### src/rtl/instr_mem_loader.sv
// ============================================================================
// Module   : instr_mem_loader
// Brief    : Byte-stream program loader; packs little-endian words and writes
//            them into instruction memory. Optional trailing checksum byte
//            enabled by defining INSTR_LOADER_CHECKSUM_EN.
// Revision : 1.0 - initial release
// ============================================================================
`default_nettype none

module instr_mem_loader #(
  parameter int          MEM_WORDS = 128,
  parameter logic [31:0] BASE_ADDR = 32'h0000_0000
) (
  input  logic        CLK,
  input  logic        Reset,
  input  logic        Start,
  input  logic [7:0]  RxData,
  input  logic        RxValid,
  output logic        RxReady,
  output logic        WE,
  output logic [31:0] WA,
  output logic [31:0] WD,
  output logic        Busy,
  output logic        Done,
  output logic        Error,
  output logic [7:0]  WordCount
);

  typedef enum logic [2:0] {
    S_IDLE  = 3'd0,
    S_LEN   = 3'd1,
    S_DATA  = 3'd2,
    S_WRITE = 3'd3,
    S_CHK   = 3'd4,
    S_DONE  = 3'd5,
    S_ERR   = 3'd6
  } state_t;

  localparam logic [31:0] c_mem_words = 32'(MEM_WORDS);

  state_t      r_state;
  state_t      w_state_next;
  logic [7:0]  r_len;
  logic [1:0]  r_byte_idx;
  logic [23:0] r_word_lo;
  logic [7:0]  r_count;
  logic [31:0] r_wa;
  logic [31:0] r_wd;
`ifdef INSTR_LOADER_CHECKSUM_EN
  logic [7:0]  r_sum;
`endif

  logic        w_rx_ready;
  logic        w_accept;
  logic        w_start_ok;
  logic        w_len_bad;
  logic [7:0]  w_count_inc;

  always_comb begin
    w_rx_ready = 1'b0;
    case (r_state)
      S_LEN, S_DATA, S_CHK: w_rx_ready = 1'b1;
      default:              w_rx_ready = 1'b0;
    endcase
  end

  assign w_accept    = RxValid && w_rx_ready;
  assign w_start_ok  = Start && ((r_state == S_IDLE) || (r_state == S_DONE) ||
                                 (r_state == S_ERR));
  assign w_len_bad   = (RxData == 8'd0) || ({24'd0, RxData} > c_mem_words);
  assign w_count_inc = r_count + 8'd1;

  always_ff @(posedge CLK) begin
    if (Reset) begin
      r_state <= S_IDLE;
    end else begin
      r_state <= w_state_next;
    end
  end

  always_comb begin
    w_state_next = r_state;
    case (r_state)
      S_IDLE, S_DONE, S_ERR: begin
        if (Start) w_state_next = S_LEN;
      end
      S_LEN: begin
        if (w_accept) w_state_next = w_len_bad ? S_ERR : S_DATA;
      end
      S_DATA: begin
        if (w_accept && (r_byte_idx == 2'd3)) w_state_next = S_WRITE;
      end
      S_WRITE: begin
        if (w_count_inc == r_len) begin
`ifdef INSTR_LOADER_CHECKSUM_EN
          w_state_next = S_CHK;
`else
          w_state_next = S_DONE;
`endif
        end else begin
          w_state_next = S_DATA;
        end
      end
      S_CHK: begin
`ifdef INSTR_LOADER_CHECKSUM_EN
        if (w_accept) w_state_next = (RxData == r_sum) ? S_DONE : S_ERR;
`else
        w_state_next = S_IDLE;
`endif
      end
      default: w_state_next = S_IDLE;
    endcase
  end

  // WA/WD are loaded as the 4th byte lands so they are valid throughout WRITE
  always_ff @(posedge CLK) begin
    if (Reset) begin
      r_len      <= 8'd0;
      r_byte_idx <= 2'd0;
      r_word_lo  <= 24'd0;
      r_count    <= 8'd0;
      r_wa       <= 32'd0;
      r_wd       <= 32'd0;
`ifdef INSTR_LOADER_CHECKSUM_EN
      r_sum      <= 8'd0;
`endif
    end else if (w_start_ok) begin
      r_byte_idx <= 2'd0;
      r_count    <= 8'd0;
`ifdef INSTR_LOADER_CHECKSUM_EN
      r_sum      <= 8'd0;
`endif
    end else begin
      case (r_state)
        S_LEN: begin
          if (w_accept && !w_len_bad) r_len <= RxData;
        end
        S_DATA: begin
          if (w_accept) begin
            r_byte_idx <= r_byte_idx + 2'd1;
`ifdef INSTR_LOADER_CHECKSUM_EN
            r_sum      <= r_sum + RxData;
`endif
            case (r_byte_idx)
              2'd0: r_word_lo[7:0]   <= RxData;
              2'd1: r_word_lo[15:8]  <= RxData;
              2'd2: r_word_lo[23:16] <= RxData;
              default: begin
                r_wd <= {RxData, r_word_lo};
                r_wa <= BASE_ADDR + {22'd0, r_count, 2'b00};
              end
            endcase
          end
        end
        S_WRITE: begin
          r_count <= w_count_inc;
        end
        default: begin
        end
      endcase
    end
  end

  assign RxReady   = w_rx_ready;
  assign WE        = (r_state == S_WRITE);
  assign WA        = r_wa;
  assign WD        = r_wd;
  assign Busy      = (r_state == S_LEN) || (r_state == S_DATA) ||
                     (r_state == S_WRITE) || (r_state == S_CHK);
  assign Done      = (r_state == S_DONE);
  assign Error     = (r_state == S_ERR);
  assign WordCount = r_count;

endmodule

`default_nettype wire

### config.mk
export PLATFORM = sky130hd
export DESIGN_NAME = instr_mem_loader
export DESIGN_NICKNAME = d
export VERILOG_FILES = /design/src/rtl/instr_mem_loader.sv
export SDC_FILE = /design/constraint.sdc
export NUM_CORES = 1
export LEC_CHECK = 0
export ABC_CLOCK_PERIOD_IN_PS = 4400
export BUFFER_PORTS_ARGS = -buffer_cell sky130_fd_sc_hd__buf_2
export CORE_MARGIN = 4
export CORE_UTILIZATION = 40
export CTS_CLUSTER_DIAMETER = 120
export DETAILED_ROUTE_END_ITERATION = 6
export GPL_ROUTABILITY_DRIVEN = 0
export HOLD_SLACK_MARGIN = 0.08
export PLACE_DENSITY = 0.7
export SKIP_CTS_REPAIR_TIMING = 1
export SYNTH_ARGS = -nofsm -noshare
export SYNTH_HDL_FRONTEND = slang
export SYNTH_SLANG_ARGS = --single-unit
### constraint.sdc
create_clock -name CLK -period 4.4 [get_ports CLK]
set_clock_uncertainty 0.2 [all_clocks]
set_input_delay 0.44 -clock CLK [delete_from_list [all_inputs] [get_ports CLK]]
set_output_delay 0.44 -clock CLK [all_outputs]
set_load 0.05 [all_outputs]
# == After elaboration in Yosys (flattened, before gate mapping) ==
# Cells that the tools add are included.
# classes
addsub,2
order_cmp,1
n_eq_ne,13
n_mux,7
n_bitwise,2
reduce_logical,25
# ops
operator,n
AND reduction 4 bit,4
two-way mux 3 bit,5
one-hot mux 3 bit (4 select lines),1
equality test 3 bit (second input constant),3
OR reduction 3 bit,3
adder 8 x 1 -> 8 bit (second input constant),1
equality test 8 bit,1
> comparator 8 bit (second input constant),1
logical NOT 8 bit,1
equality test 3 x 2 -> 1 bit (second input constant),2
logical OR 1 bit,6
inequality test 2 bit (second input constant),3
AND reduction 3 bit,2
equality test 2 bit (second input constant),2
logical AND 1 bit,4
equality test 3 x 1 -> 1 bit (second input constant),1
logical NOT 3 bit,1
adder 2 x 1 -> 2 bit (second input constant),1
equality test 2 x 1 -> 1 bit (second input constant),1
logical NOT 2 bit,1
inverter 1 bit,2
AND reduction 2 bit,1
OR reduction 2 bit,1
logical NOT 1 bit,1
two-way mux 1 bit,1
# totals
register_bits,85
input_bits,12
out_inout_bits,77
word_cells,59

# == Longest topological paths before layout ==
# depth
word_depth,7
ltp_mapped,8
mapped_depth_nobuf,7

# == Worst setup path after synthesis ==
# OpenSTA, ideal clock, no wires.
# synth_timing
path_type,reg2reg
from,reg r_state[2]
to,"reg r_count[0], in the netlist WordCount[0]"
setup_time_ns,0.128
arrival_time_ns,2.202
t_required_ns,4.072
slack_ns,1.870
path_stages_with_launch,8
n_path_buf,2
period_less_slack_ns,2.530
path_cell_list,dfxtp_1 > buf_6 > inv_1 > nor3_1 > a21o_1 > a21o_1 > clkbuf_1 > nor2_1
# synth_via
elab_chain_cells,5
elab_cells_between_ends,8
classes_between,eq/ne (3); reduce/logical (5)
# synth_lines
element,line,source
start: declaration,41,state_t r_state;
start signal: assignment,77,r_state <= w_state_next;
equality test 3 bit,n/a,
named net Done,24,"output logic Done,"
logical OR 1 bit (2 in series),68,assign w_start_ok = Start && ((r_state == S_IDLE) || (r_state == S_DONE) ||
logical AND 1 bit,68,
OR reduction 2 bit (no source line),n/a,
end signal: assignment,156,r_count <= w_count_inc;
end: declaration,46,logic [7:0] r_count;
# The timed path passes the listed nets, and every way through them passes these cells.
# A chain may end at the register's enable or synchronous reset.

# == Worst setup path in the final report ==
# layout_timing
from,reg r_state[1]
to,"reg r_wd[10], in the netlist WD[10]"
# layout_via
elab_chain_cells,6
elab_cells_between_ends,14
classes_between,eq/ne (5); mux (1); bitwise (1); reduce/logical (7)
# layout_lines
element,line,source
"parallel branches: the longest is 5 deep, another holds equality test 3 x 1 -> 1 bit",n/a,
AND reduction 4 bit (no source line) *,n/a,
end signal: assignment,149,"r_wd <= {RxData, r_word_lo};"
end: declaration,48,logic [31:0] r_wd;
# Every way passes the cells marked *.

==> out/summary.txt <==
Mapped Avg Cell Area: 8.032 um2
Fmax: 387.4 MHz
DR DRC count: 0
Initial DRC count: 153
Synthesized area: 0.003679 mm2
Layout Nets: 523
TritonRoute pass-1 iters: 4
Final worst path period share: 58.66%
Area growth from synthesis to layout: 12.48%
Vias: 3,060
Final WL: 8349 um
Vias in the first global route: 2,797
Yosys reg bits: 85
Synth Area in Compound Gates: 12.82%
Worst min-delay path endpoint: WD[31]
Hold Startpoint: RxData[7]
XOR/XNOR Fraction of Synth Area: 5.238%
N_diodes: 0
Initial core utilization: 41.57%
Simple logic cell fraction of the synthesized area: 22.07%
Antenna violations before repair: 0
Wirelength per Cell: 13.49 um
Synth top area cells: dfxtp_1, nand2_1, a21oi_1
Fraction of the yosys area taken by sequential cells: 46.26%
Share of layout cells above drive strength 1: 17.03%
Hold Violations, Final: 0
Yosys warns: 0
Adder-Cell Fraction of Synth Area: 1.701%
Largest family of logic cells by synthesized area: simple AND/OR/NAND/NOR gates
Core region area: 0.008848 mm2
Ys flop type: dfxtp_1
Max FO, Critical Path: 31
RSZ-0062 raised after global routing: false
Final WS setup: 1.819 ns
Slew at the pin with the worst max-slew slack: 0.8602 ns
Reg2Reg Depth: 7
IO buf count: 64
Max Slew Vio Count: 0
Async SR Flop Fraction: 0%
CTS Root Cell: clkbuf_8
Pin count of the biggest net entering global routing: 51
Top-area cell type share of the netlist area: 46.26%
Worst skew pair latency: 0.36 ns
Top-level port count: 89
Global-route congestion overflow total: 0
Crit Path Class: flop to flop
Required @ worst endpoint: 4.48 ns
Final setup viols: 0
Pwr dens: 365.4 mW/mm2
Combined area of the multi-input logic cells: 0.001719 mm2
Mux contribution to synthesized area: 2.449%
Min cycle time layout: 2.581 ns
Register area: 0.001702 mm2
Max clock buf depth: 2
Yosys top cell by area: dfxtp_1
Post-route insts no fill: 619
Worst Hold Class: input pin to flop
CP arrival: 2.66 ns
Worst reg2reg path endpoint: WD[10]
Hold Crit Depth: 3
Num CTS Buffers: 9
CTS tree: built
Die Wd: 103.9 um
R2r startpoint: r_state[1]
Inst Count DP: 603
Worst slew margin: 42.65%
Status: finished, final reports clean
Syn Inst Count: 458
Max-Cap Viols: 0
LEAKAGE: 0.001680 uW
Reg2Reg Setup Slack: 1.82 ns
Avg Vias per Cell: 4.943
Die Area: 0.01079 mm2
Fill count: 882
Synth unique cells: 40
Post-synth EDFFs: 0
CP Launch Type: flop
Die H: 103.9 um
Htree depth: 3
Sink Count: 85
Total global routing track utilization: 15.32%
Rows: 34
Setup Slack @ Placement: 1.835 ns
Critical path endpoint category: flop
Peak VDD IR: 0.1386 mV
Clk slew on worst S/H paths: 0.09 ns
Antenna viol nets, final: 0
Setup TNS Final: 0 ns
Dpl hpwl: 5950 um
First-pass GRT wire length: 13,810 um
kinds of logic (layout without fill, tap and decap cells):
family / after synthesis / after routing
compound gates: 86 / 86
xor+xnor: 22 / 22
fa+ha+maj: 5 / 5
buf+inv: 61 / 91
flops: 85 / 85
mux: 9 / 9
other cells: 1 / 24
simple gates: 189 / 189
placed cells by master, fill, tap and decap left out, drive strengths merged, types with 2 or more instances in the layout:
master      n
o22a        2
o21ai       4
clkbuf      9
conb       24
mux2i       9
ha          5
nand2     115
buf        68
a211oi      2
clkinvlp    3
a21oi      70
nor2       24
inv         9
nand3      32
a21o        2
nor4        2
nand2b      2
xnor2      16
xor2        6
o211a       2
dfxtp      85
nor3        4
synth_stat cells, types with 3 or more instances:
cell type and n:
buf_2 8, ha_1 5, dfxtp_1 85, buf_4 24, a21oi_1 70, nand2_1 115, xnor2_1 16, clkbuf_1 20
nand3_1 32, o21ai_0 4, mux2i_1 9, xor2_1 6, inv_1 5, nor3_1 3, nor2_1 24
power breakdown:
group	internal, uW	switching (uW)
logic	34.2	118
clock network	270	302
registers	777	11.5
registers in the layout, indices dropped and copies added, names as in the netlist:
| register | flops |
|---|---|
| r_word_lo | 24 |
| WD | 32 |
| WA | 8 |
| WordCount | 8 |
| r_byte_idx | 2 |
| r_len | 8 |
| r_state | 3 |
cell type report:
cell class | instances | area share [%]
clock buffer | 9 | 2.994
tap | 108 | 3.266
sequential | 85 | 41.12
timing repair buffer | 68 | 8.467
multi-input combinational | 335 | 41.55
clock inverter | 7 | 1.966
inverter | 7 | 0.6350
critical path, stage by stage, from the launching register on:
cell      delay [ns]
dfxtp_1         0.59
nand2b_1        0.19
nor3_2          0.13
buf_4           0.32
and2_1          0.46
buf_4           0.38
nand2_1         0.09
a21oi_1         0.14
metal layers:
metal / part of all wire [%] / global-route usage (%) / wire length, um
met5: 0 / 0 / 0
met4: 2.4 / 6.838 / 204
met3: 5.4 / 3.849 / 450
met2: 46 / 24.00 / 3861
met1: 46 / 19.95 / 3833
worst max path at each step:
stage	start	end	slack (ns)	depth (start not counted)
final	r_state[1]	WD[10]	1.82	7
after global routing	r_state[1]	WD[10]	1.46	7
after detailed placement	r_state[1]	WD[10]	1.83	7
after global placement	r_state[1]	WD[8]	1.95	7
after floorplan	r_state[2]	WordCount[0]	1.87	7
after CTS	r_state[1]	WD[10]	1.81	7
stage by stage:
stage	power, uW	instance area, um2	hold slack, ns	utilization (%)
3_3_place_gp	955.3	3933	0.2428	44.44
5_1_grt	1568	4138	0.1739	46.76
2_1_floorplan	944.4	3765	0.2322	-
6_report	1512	4138	0.1926	46.76
3_5_place_dp	957.5	3933	0.2451	44.44
4_1_cts	1522	4138	0.1774	46.76
Note: power is estimated with default switching activity, not from simulation.
